--- config.mk ---
export PLATFORM = sky130hd
export DESIGN_NAME = mult_div_unit
export DESIGN_NICKNAME = d
export VERILOG_FILES = /design/src/rtl/mult_div_unit.sv
export SDC_FILE = /design/constraint.sdc
export NUM_CORES = 1
export LEC_CHECK = 0
export ABC_AREA = 1
export BUFFER_PORTS_ARGS = -buffer_cell sky130_fd_sc_hd__buf_4
export CORE_MARGIN = 2
export CORE_UTILIZATION = 45
export CTS_CLUSTER_SIZE = 30
export DETAILED_ROUTE_END_ITERATION = 16
export HOLD_SLACK_MARGIN = 0.08
export PLACE_DENSITY = 0.63
export SYNTH_ARGS = -nofsm -noshare
export SYNTH_HDL_FRONTEND = slang
export SYNTH_SLANG_ARGS = --single-unit
--- constraint.sdc ---
create_clock -name clk -period 3.95 [get_ports clk]
set_input_delay 0.5925 -clock clk [delete_from_list [all_inputs] [get_ports clk]]
set_output_delay 0.5925 -clock clk [all_outputs]
set_load 0.02 [all_outputs]
--- src/rtl/mult_div_unit.sv ---
// ---------------------------------------------------------------------------
// mult_div_unit
//
// Multicycle signed multiply/divide unit serving MULT and DIV. The control FSM
// pulses a start, holds its wait state while busy is high, and advances on
// done. Results land in the HI/LO registers, which feed MFHI/MFLO.
//
// Multiply: radix-2 Booth, one step per clock, DATA_WIDTH steps.
// Divide:   restoring division on operand magnitudes, one quotient bit per
//           clock, DATA_WIDTH steps, followed by a sign fix-up.
// A divide with a zero divisor is refused immediately: done and div_zero pulse
// for one cycle and HI/LO keep their previous contents.
//
// Ports
//   clk         in   1   clock, rising edge
//   reset       in   1   synchronous, active-low
//   start_mult  in   1   start signed op_a*op_b (sampled in IDLE, has priority)
//   start_div   in   1   start signed op_a/op_b (sampled in IDLE)
//   op_a        in   W   multiplicand / dividend
//   op_b        in   W   multiplier / divisor
//   hi          out  W   product upper half or remainder
//   lo          out  W   product lower half or quotient
//   busy        out  1   operation in progress
//   done        out  1   one-cycle pulse: hi/lo updated (or div_zero raised)
//   div_zero    out  1   one-cycle pulse alongside done for a zero divisor
// ---------------------------------------------------------------------------
module mult_div_unit #(
    parameter int DATA_WIDTH = 32
) (
    input  logic                  clk,
    input  logic                  reset,
    input  logic                  start_mult,
    input  logic                  start_div,
    input  logic [DATA_WIDTH-1:0] op_a,
    input  logic [DATA_WIDTH-1:0] op_b,
    output logic [DATA_WIDTH-1:0] hi,
    output logic [DATA_WIDTH-1:0] lo,
    output logic                  busy,
    output logic                  done,
    output logic                  div_zero
);

    localparam int W  = DATA_WIDTH;
    localparam int PW = 2 * W + 1;
    localparam int CW = $clog2(DATA_WIDTH + 1);

    localparam logic [CW-1:0] LAST_STEP = CW'(W - 1);
    localparam logic [CW-1:0] CNT_ONE   = CW'(1);
    localparam logic [W-1:0]  ONE_W     = W'(1);

    typedef enum logic [1:0] {
        S_IDLE     = 2'd0,
        S_MUL_ITER = 2'd1,
        S_DIV_ITER = 2'd2,
        S_FINISH   = 2'd3
    } state_t;

    // Control state (reset)
    state_t        state_q, state_d;
    logic [CW-1:0] count_q, count_d;
    logic          is_div_q, is_div_d;
    logic [W-1:0]  hi_q, hi_d;
    logic [W-1:0]  lo_q, lo_d;
    logic          done_q, done_d;
    logic          dz_q, dz_d;

    // Datapath state (no reset; always loaded before use)
    // work_q layout for multiply: {acc[W-1:0], Q[W-1:0], q_minus1}
    // work_q layout for divide:   {1'b0, rem[W-1:0], quo[W-1:0]}
    logic [PW-1:0] work_q, work_d;
    logic [W-1:0]  opnd_q, opnd_d;
    logic          q_neg_q, q_neg_d;
    logic          r_neg_q, r_neg_d;

    // -----------------------------------------------------------------------
    // Arithmetic helpers
    // -----------------------------------------------------------------------

    // Two's-complement magnitude. The most negative value maps onto itself,
    // which is still the correct unsigned magnitude 2^(W-1).
    function automatic logic [W-1:0] abs_val(input logic [W-1:0] x);
        return x[W-1] ? (~x + ONE_W) : x;
    endfunction

    // Conditional two's-complement negation used for the divide sign fix-up.
    function automatic logic [W-1:0] neg_if(input logic [W-1:0] x,
                                             input logic         neg);
        return neg ? (~x + ONE_W) : x;
    endfunction

    // One Booth step. The add/subtract is done one bit wider than acc so that
    // subtracting the most negative multiplicand cannot overflow; the extra
    // bit is absorbed by the arithmetic right shift that follows.
    function automatic logic [PW-1:0] booth_step(input logic [PW-1:0] p,
                                                 input logic [W-1:0]  m);
        logic signed [W:0] acc_ext;
        logic signed [W:0] m_ext;
        logic signed [W:0] sum;
        acc_ext = {p[PW-1], p[PW-1:W+1]};
        m_ext   = {m[W-1], m};
        case (p[1:0])
            2'b01:   sum = acc_ext + m_ext;
            2'b10:   sum = acc_ext - m_ext;
            default: sum = acc_ext;
        endcase
        // {sum, Q} is {sum, Q, q-1} shifted right by one with q-1 dropped.
        return {sum, p[W:1]};
    endfunction

    // One restoring-division step on magnitudes: shift the next dividend bit
    // into the partial remainder, subtract the divisor if it fits.
    function automatic logic [2*W-1:0] div_step(input logic [W-1:0] rem,
                                                 input logic [W-1:0] quo,
                                                 input logic [W-1:0] d);
        logic [W:0]   shifted;
        logic         fits;
        logic [W-1:0] new_rem;
        shifted = {rem, quo[W-1]};
        fits    = (shifted >= {1'b0, d});
        new_rem = fits ? (shifted[W-1:0] - d) : shifted[W-1:0];
        return {new_rem, quo[W-2:0], fits};
    endfunction

    // -----------------------------------------------------------------------
    // FSM: state register
    // -----------------------------------------------------------------------
    always_ff @(posedge clk) begin
        if (!reset) begin
            state_q <= S_IDLE;
        end else begin
            state_q <= state_d;
        end
    end

    // -----------------------------------------------------------------------
    // FSM: next-state logic
    // -----------------------------------------------------------------------
    always_comb begin
        state_d = state_q;
        case (state_q)
            S_IDLE: begin
                // Multiply wins when both starts arrive together.
                if (start_mult) begin
                    state_d = S_MUL_ITER;
                end else if (start_div && (op_b != '0)) begin
                    state_d = S_DIV_ITER;
                end
            end
            S_MUL_ITER,
            S_DIV_ITER: begin
                if (count_q == LAST_STEP) begin
                    state_d = S_FINISH;
                end
            end
            S_FINISH: state_d = S_IDLE;
            default:  state_d = S_IDLE;
        endcase
    end

    // -----------------------------------------------------------------------
    // FSM: output / datapath next-state logic
    // -----------------------------------------------------------------------
    always_comb begin
        count_d  = count_q;
        is_div_d = is_div_q;
        hi_d     = hi_q;
        lo_d     = lo_q;
        done_d   = 1'b0;
        dz_d     = 1'b0;
        work_d   = work_q;
        opnd_d   = opnd_q;
        q_neg_d  = q_neg_q;
        r_neg_d  = r_neg_q;

        case (state_q)
            S_IDLE: begin
                count_d = '0;
                if (start_mult) begin
                    is_div_d = 1'b0;
                    opnd_d   = op_a;
                    work_d   = {{W{1'b0}}, op_b, 1'b0};
                end else if (start_div) begin
                    if (op_b == '0) begin
                        // Refused without entering the iteration; HI/LO kept.
                        done_d = 1'b1;
                        dz_d   = 1'b1;
                    end else begin
                        is_div_d = 1'b1;
                        opnd_d   = abs_val(op_b);
                        work_d   = {1'b0, {W{1'b0}}, abs_val(op_a)};
                        // Quotient truncates toward zero; remainder follows
                        // the dividend's sign.
                        q_neg_d  = op_a[W-1] ^ op_b[W-1];
                        r_neg_d  = op_a[W-1];
                    end
                end
            end
            S_MUL_ITER: begin
                work_d  = booth_step(work_q, opnd_q);
                count_d = count_q + CNT_ONE;
            end
            S_DIV_ITER: begin
                work_d  = {1'b0, div_step(work_q[2*W-1:W], work_q[W-1:0], opnd_q)};
                count_d = count_q + CNT_ONE;
            end
            S_FINISH: begin
                done_d = 1'b1;
                if (is_div_q) begin
                    // -2^(W-1) / -1 leaves the magnitude 2^(W-1) unnegated,
                    // which reads back as 0x80..0 as intended.
                    lo_d = neg_if(work_q[W-1:0], q_neg_q);
                    hi_d = neg_if(work_q[2*W-1:W], r_neg_q);
                end else begin
                    hi_d = work_q[2*W:W+1];
                    lo_d = work_q[W:1];
                end
            end
            default: ;
        endcase
    end

    // -----------------------------------------------------------------------
    // Control and result registers
    // -----------------------------------------------------------------------
    always_ff @(posedge clk) begin
        if (!reset) begin
            count_q  <= '0;
            is_div_q <= 1'b0;
            hi_q     <= '0;
            lo_q     <= '0;
            done_q   <= 1'b0;
            dz_q     <= 1'b0;
        end else begin
            count_q  <= count_d;
            is_div_q <= is_div_d;
            hi_q     <= hi_d;
            lo_q     <= lo_d;
            done_q   <= done_d;
            dz_q     <= dz_d;
        end
    end

    // -----------------------------------------------------------------------
    // Datapath registers
    // -----------------------------------------------------------------------
    always_ff @(posedge clk) begin
        work_q  <= work_d;
        opnd_q  <= opnd_d;
        q_neg_q <= q_neg_d;
        r_neg_q <= r_neg_d;
    end

    assign busy     = (state_q != S_IDLE);
    assign done     = done_q;
    assign div_zero = dz_q;
    assign hi       = hi_q;
    assign lo       = lo_q;

endmodule

==> impl_metrics.ini, run 1 <==
[outcome]
run_status = completed

[die]
ioPinCount = 135
num_rows = 73
die-height_um = 205
initial_util_pct = 45.8
dieArea_um2 = 42100
chipWidth_um = 205
core-area_um2 = 39800

[cts]
holdBufCountCts = 0
cts-resized-gates = 0
cts_htree_levels = 4
clk_transition_reported_paths_ps = 80
clk_latency_ps = 470
postCtsSetupRepairBufs = 0
clock_sinks = 174
clock_tree_from_tritoncts = built
clk_root_buffer_cell = sky130_fd_sc_hd__clkbuf_16
clock_tree.buffer_depth = 2
cts_buffers = 17

[critical_path]
path_class = flop to flop
path_delay_family = simple AND/OR/NAND/NOR gates
cp_dominant_cell_by_count = sky130_fd_sc_hd__nand2_1
crit_path_start_kind = flop
worst-endpoint-arrival_ps = 3820
wp_buf_inv = 3
critical_path.cell_chain = nor3_2 -> nand3_1 -> nor2_2 -> nand2_1 -> nand2_1 -> o21ai_1 -> a21oi_1 -> buf_4 -> o21ai_0 -> nand2_1 -> nand2_1 -> ha_1 -> buf_4 -> nand2_1 -> inv_1 -> nand2_1 -> nor3_1 -> and2_1 -> nand2_1 -> nand3_1 -> nand3_1 -> nand2_1 -> a21oi_1
worstPathMaxFanout = 4
library_cell_contributing_the_largest_single_delay_on_the_critical_path = sky130_fd_sc_hd__edfxtp_1
crit_path_max_incr_delay_ps = 410
critical_path_data_required_time_ps = 4160
endpoint_kind = flop

[routing]
detailed_router_iteration_count_before_antenna_repair = 6
routed-via-count = 20800
final_antenna_net_count = 0
vias_per_cell = 5.58
routedWlPerCell_um = 19.7
totalWireLength_um = 73400
drt_first_iter_violations = 2166
drc = 0

[final_layout]
fillCellCount = 4271
layout-area-overhead-vs-synth_pct = 12.5
layout.nets = 3335
drive_above_1_share_pct = 9.21
most_common_library_cell_in_the_layout_ignoring_fill_and_taps = sky130_fd_sc_hd__nand2_1
layout_common_cells = sky130_fd_sc_hd__nand2_1 (955), sky130_fd_sc_hd__inv_1 (461), sky130_fd_sc_hd__nor2_1 (300)
antenna_cells_inserted = 0
post-route-cell-area_um2 = 20500
layout.core_utilization_pct = 51.5

[pwr]
leak_pwr_uw = 0.00996
cellPowerDensity_nw_per_um2 = 925
worst_ir_drop_vdd_v = 0.000547

[sta]
report.final.slew_viol_count = 0
clock_skew_ps = 19.1
clock.fmax_mhz = 277
worst-slew-pin-transition_ps = 1020
timing.final.hold_violations = 0
post-route-period-util_pct = 91.4
finalSetupViolations = 0
finalWorstPathRequiredPeriod_ps = 3610
worst_slew_slack_as_a_fraction_of_its_limit_pct = 32.0

[grt]
largest_net_degree_at_the_start_of_global_routing = 69
grt_pass1_vias = 19800
antenna_found_initial = 0
grt-ovfl-total = 0
grt_first_pass_wirelength_um = 112000
gr-usage-all-layers_pct = 35.0

[run]
count_of_maximum_capacitance_violations = 0

[synthesis]
ys_async_sr_fraction_pct = 0
synth.distinct_cells = 52
synth_enable_flop_cells = 99
synth.ff_latch_count = 174
sequential_to_total_area_share_from_yosys_stat_pct = 24.5
avgSynthCellArea_um2 = 5.90
post_synth_main_area_contributors = sky130_fd_sc_hd__nand2_1 (20%), sky130_fd_sc_hd__edfxtp_1 (16%), sky130_fd_sc_hd__inv_1 (9.5%), sky130_fd_sc_hd__dfxtp_1 (8.2%), sky130_fd_sc_hd__nand3_1 (7.3%)
synth_flop_cell = sky130_fd_sc_hd__edfxtp_1
synth_fp_nets = 3236
netlist_area_um2 = 18200
synthDominantCellAreaShare_pct = 19.7
syn_inst = 3090
yosysWarnings = 0
synth_area_leader_cell = sky130_fd_sc_hd__nand2_1

[hold_path]
holdCritPathClass = input pin to flop

[placed_design]
post_dp_cell_area_um2 = 19800
post-dp-hpwl_um = 58900
place_congestion = 1.05
port_buffers = 134
[layout make-up]
| type | count | area, um^2 | area share [%] |
|---|---|---|---|
| Sequential cell | 174 | 4480 | 21.8 |
| Timing Repair Buffer | 178 | 1340 | 6.52 |
| Tap cell | 525 | 657 | 3.20 |
| Clock inverter | 15 | 213 | 1.04 |
| Multi-Input combinational cell | 2339 | 11600 | 56.6 |
| Inverter | 479 | 1800 | 8.77 |
| Clock buffer | 17 | 425 | 2.07 |
[worst register-to-register path, delay by kind of cell (launching register included)]
kind / cells / cell delay [ps]
adder cells (fa/ha/maj): 1 / 350
flip-flops: 1 / 410
AO/OA/AOI/OAI: 4 / 430
buffers and inverters: 3 / 400
AND/OR/NAND/NOR: 15 / 1750
[layer usage]
layer  global-route usage, %  share of wire [%]  routed length (um)  vias to the layer above
li1                        -                  -                   -                    10200
met1                    43.3                 41               30000                     9571
met2                    59.1                 47               34200                      863
met3                    4.45                6.7                4890                      187
met4                    19.0                5.9                4320                        0
met5                       0                  0                   0                        -
[synthesized netlist by cell type (3+ instances only)]
library cell               number
sky130_fd_sc_hd__nand3b_1       6
sky130_fd_sc_hd__o211ai_1      26
sky130_fd_sc_hd__inv_2         15
sky130_fd_sc_hd__or2_2         10
sky130_fd_sc_hd__a22oi_1       16
sky130_fd_sc_hd__dfxtp_1       75
sky130_fd_sc_hd__buf_1          8
sky130_fd_sc_hd__nor3_2         4
sky130_fd_sc_hd__nor2_2        19
sky130_fd_sc_hd__o21ai_0      137
sky130_fd_sc_hd__xor2_1        56
sky130_fd_sc_hd__o21ai_1        7
sky130_fd_sc_hd__nand2_2       10
sky130_fd_sc_hd__o21bai_1       6
sky130_fd_sc_hd__nand4_1       38
sky130_fd_sc_hd__ha_1          76
sky130_fd_sc_hd__nor4_1         4
sky130_fd_sc_hd__nand2_1      957
sky130_fd_sc_hd__and3_1         4
sky130_fd_sc_hd__o31ai_1        3
sky130_fd_sc_hd__edfxtp_1      99
sky130_fd_sc_hd__and2_1        14
sky130_fd_sc_hd__clkbuf_1      83
sky130_fd_sc_hd__nand3_1      266
sky130_fd_sc_hd__xnor2_1       19
sky130_fd_sc_hd__o22ai_1        3
sky130_fd_sc_hd__inv_1        462
sky130_fd_sc_hd__o211ai_2       7
sky130_fd_sc_hd__a31oi_1        6
sky130_fd_sc_hd__buf_2          3
sky130_fd_sc_hd__nor3_1        38
sky130_fd_sc_hd__o221ai_1      24
sky130_fd_sc_hd__a21oi_1      260
sky130_fd_sc_hd__nor2_1       304
[final timing paths]
| check | start | end | slack [ps] | cells after the start |
|---|---|---|---|---|
| hold / removal | reset | state_q[0] | 450 | 3 |
| hold reg to reg | hi[5] | hi[5] | 470 | 2 |
| setup / recovery | opnd_q[2] | work_q[59] | 340 | 23 |
| setup reg to reg | opnd_q[2] | work_q[59] | 340 | 23 |
[report_power, final]
group / switching, uW / internal, uW
combinational: 9320 / 4020
clock: 923 / 925
sequential: 1030 / 2750
total: 11300 / 7700
[cell families (layout without fill, tap and decap cells)]
family | after synthesis | count (layout) | synth area share, %
compound gates | 506 | 506 | 15.7
flops | 174 | 174 | 24.5
buf+inv | 577 | 689 | 12.1
xor+xnor | 75 | 75 | 3.60
simple gates | 1680 | 1680 | 38.6
fa+ha+maj | 78 | 78 | 5.44
[flip-flops by register name, summed over array words and instances (netlist names), 2 cells and up]
name     cells
count_q      6
hi          32
lo          32
opnd_q      32
state_q      2
work_q      65
[stage by stage]
step	hold WS, ps	total power, uW	TNS [ps]	cells	setup slack [ps]
5_1_grt	442	20500	-39.8	3727	-27.8
6_report	447	19000	0	3727	341
3_5_place_dp	456	16700	0	3695	203
3_3_place_gp	455	16700	0	3695	180
4_1_cts	427	18600	0	3727	195
2_1_floorplan	481	12200	0	3090	685
Note: power is estimated with default switching activity, not from simulation.
==> inputs of run 2 (changes only) <==
--- a/config.mk
+++ b/config.mk
@@ -5,8 +5,8 @@
 export SDC_FILE = /design/constraint.sdc
 export NUM_CORES = 1
 export LEC_CHECK = 0
-export ABC_AREA = 1
 export BUFFER_PORTS_ARGS = -buffer_cell sky130_fd_sc_hd__buf_4
+export CORE_ASPECT_RATIO = 1.25
 export CORE_MARGIN = 2
 export CORE_UTILIZATION = 45
 export CTS_CLUSTER_SIZE = 30
==> impl_metrics.ini, run 2 <==
[synthesis]
synth_fp_nets = 2001
sequential_to_total_area_share_from_yosys_stat_pct = 29.8
synth_area_leader_cell = sky130_fd_sc_hd__edfxtp_1
post_synth_main_area_contributors = sky130_fd_sc_hd__edfxtp_1 (20%), sky130_fd_sc_hd__dfxtp_1 (10%), sky130_fd_sc_hd__xor2_1 (7.5%), sky130_fd_sc_hd__ha_1 (6.3%), sky130_fd_sc_hd__a21oi_1 (6.3%)
synth.distinct_cells = 71
synth.ff_latch_count = 174
ys_async_sr_fraction_pct = 0
yosys-top-cells-count = sky130_fd_sc_hd__a21oi_1 (188), sky130_fd_sc_hd__nor2_1 (160), sky130_fd_sc_hd__o21ai_0 (149)
synth_flop_cell = sky130_fd_sc_hd__edfxtp_1
synthDominantCellAreaShare_pct = 19.8
syn_inst = 1855
avgSynthCellArea_um2 = 8.10
synth_enable_flop_cells = 99
yosysWarnings = 0
synth.most_common_cell = sky130_fd_sc_hd__a21oi_1
netlist_area_um2 = 15000

[critical_path]
path_class = flop to flop
regToRegStartpoint = opnd_q[1]
crit_path_start_kind = flop
critical_path_data_required_time_ps = 4150
endpoint_kind = flop
worst-endpoint-arrival_ps = 4260
worstPathMaxFanout = 5
timing.rr.end = work_q[62]
r2r.worst_path.cells = 19
reg2reg_slack_ps = -110

[die]
core-area_um2 = 32800
chipWidth_um = 167
dieArea_um2 = 34900
ioPinCount = 135
initial_util_pct = 45.8
die-height_um = 208
num_rows = 74

[routing]
final_antenna_net_count = 0
drt_first_iter_violations = 1098
detailed_router_iteration_count_before_antenna_repair = 5
routed-via-count = 15200
drc = 0
totalWireLength_um = 53800
routedWlPerCell_um = 21.3
vias_per_cell = 6.03

[final_layout]
layout-area-overhead-vs-synth_pct = 23.9
layout.core_utilization_pct = 56.8
top_register = work_q
antenna_cells_inserted = 0
drive_above_1_share_pct = 21.6
most_common_library_cell_in_the_layout_ignoring_fill_and_taps = sky130_fd_sc_hd__buf_4
layout_common_cells = sky130_fd_sc_hd__buf_4 (331), sky130_fd_sc_hd__a21oi_1 (175), sky130_fd_sc_hd__nor2_1 (156)
post-route-cell-area_um2 = 18600
flip_flop_count_of_the_largest_register_after_layout = 65
layout.nets = 2240

[sta]
timing.final.hold_violations = 0
finalWorstPathRequiredPeriod_ps = 4060
setup_ws_ps = -112
report.final.slew_viol_count = 0
worst-slew-pin-transition_ps = 1030
timing.hold.ws_ps = 461
clock.fmax_mhz = 246
unrepaired_setup_endpoints_after_global_routing = true
clock_skew_ps = 16.2
finalSetupViolations = 8
worst_slew_slack_as_a_fraction_of_its_limit_pct = 30.9
post-route-period-util_pct = 103

[placed_design]
post-dp-hpwl_um = 41300
port_buffers = 134
post_dp_cell_area_um2 = 17600
place_congestion = 0.957

[cts]
clk_transition_reported_paths_ps = 80
cts_htree_levels = 4
clk_root_buffer_cell = sky130_fd_sc_hd__clkbuf_16
clk_latency_ps = 460
clock_tree.buffer_depth = 2
clock_tree_from_tritoncts = built
clock_sinks = 174
cts_buffers = 17

[run]
count_of_maximum_capacitance_violations = 0

[outcome]
failed_checks = negative setup slack
run_status = finished, violations left

[hold_path]
holdPathEnd = opnd_q[26]
hp-start = op_a[26]
hold-path-cell-count = 3
holdCritPathClass = input pin to flop

[grt]
grt_first_pass_wirelength_um = 81600
grt_pass1_vias = 14400
gr-usage-all-layers_pct = 30.1
grt-ovfl-total = 0
largest_net_degree_at_the_start_of_global_routing = 103
antenna_found_initial = 0

[pwr]
leak_pwr_uw = 0.00766
cellPowerDensity_nw_per_um2 = 996
worst_ir_drop_vdd_v = 0.000381
[run 2: changes by cell type after synthesis, sizes merged, moves of 29 or more]
| cell | previous run | this run |
|---|---|---|
| nor2 | 324 | 160 |
| a211oi | 1 | 50 |
| nand3 | 267 | 33 |
| or3 | 0 | 29 |
| xnor2 | 19 | 78 |
| nor2b | 0 | 64 |
| inv | 477 | 74 |
| mux2i | 0 | 37 |
| o31ai | 3 | 43 |
| a21oi | 262 | 188 |
| nand2 | 970 | 129 |
| xor2 | 56 | 129 |
[run 2: metal layers]
layer,track usage (%),routed length (um),up-vias
met5,0,0,-
met1,35.9,21600,7316
met3,3.29,2540,106
met2,53.7,26900,490
met4,14.5,2740,0
li1,-,-,7305
[run 2: area by class of cell]
cell class | count | area (um^2)
flip-flops and latches | 174 | 4480
clock buffers | 19 | 443
fillers | 3112 | 14200
clock inverters | 13 | 149
well taps | 418 | 523
multi-input cells | 1488 | 10200
repair buffers | 338 | 2570
inverters | 75 | 282
[run 2: worst max-delay path by stage]
stage / to / slack, ps / start
final: work_q[62] / -110 / opnd_q[1]
after global routing: work_q[62] / -270 / opnd_q[1]
after CTS: work_q[61] / -150 / opnd_q[1]
after detailed placement: work_q[58] / -590 / opnd_q[0]
after global placement: work_q[58] / -580 / opnd_q[0]
after floorplan: work_q[62] / 7 / opnd_q[1]
[run 2: metrics by stage]
step / TNS (ps) / cells / power, uW / worst slack [ps]
6_report: -388 / 2525 / 18500 / -112
5_1_grt: -2250 / 2525 / 19800 / -272
4_1_cts: -597 / 2516 / 17900 / -154
3_5_place_dp: -5670 / 2481 / 15700 / -585
3_3_place_gp: -5320 / 2481 / 15600 / -581
2_1_floorplan: 0 / 1855 / 10800 / 7.11
[run 2: what timing repair did]
item,in CTS,in global routing
setup endpoints to repair,16,22
cloned,0,0
resized for setup,47,41
buffers inserted,5,9
pin swaps,26,36
hold buffers,0,0
[run 2: worst max-delay path, cell delays in order, from the launching register on]
cell and delay (ps):
sky130_fd_sc_hd__edfxtp_1 420, sky130_fd_sc_hd__inv_2 100, sky130_fd_sc_hd__ha_4 120, sky130_fd_sc_hd__or4b_4 470, sky130_fd_sc_hd__buf_6 140, sky130_fd_sc_hd__nor2_4 130
sky130_fd_sc_hd__and4_4 230, sky130_fd_sc_hd__nor2_1 50, sky130_fd_sc_hd__xnor2_1 140, sky130_fd_sc_hd__ha_1 350, sky130_fd_sc_hd__nand4_1 130, sky130_fd_sc_hd__buf_4 120
sky130_fd_sc_hd__nor2_1 40, sky130_fd_sc_hd__or4_4 430, sky130_fd_sc_hd__a21oi_4 180, sky130_fd_sc_hd__o41ai_4 150, sky130_fd_sc_hd__a31oi_1 230, sky130_fd_sc_hd__xnor2_1 90
sky130_fd_sc_hd__a22oi_1 160, sky130_fd_sc_hd__o211ai_1 110
[run 2: logic make-up (layout without fill, tap and decap cells)]
kind of cell               count (synthesis)  count (layout)  share of synthesized area [%]
buffers and inverters                    193             445                           4.90
xor gates and xnor gates                 207             207                           12.1
muxes                                     39              39                           2.61
AOI/OAI and AO/OA                        624             624                           26.2
and+or+nand+nor                          540             540                           17.8
DFF                                      174             174                           29.8
adders and majority gates                 78              78                           6.60
[run 2: power breakdown]
group,internal [uW],leakage (uW),total [uW],switching [uW]
clock,916,0.000294,1760,844
sequential,2720,0.00161,3560,837
combinational,5810,0.00575,13200,7420
total,9440,0.00766,18500,9100
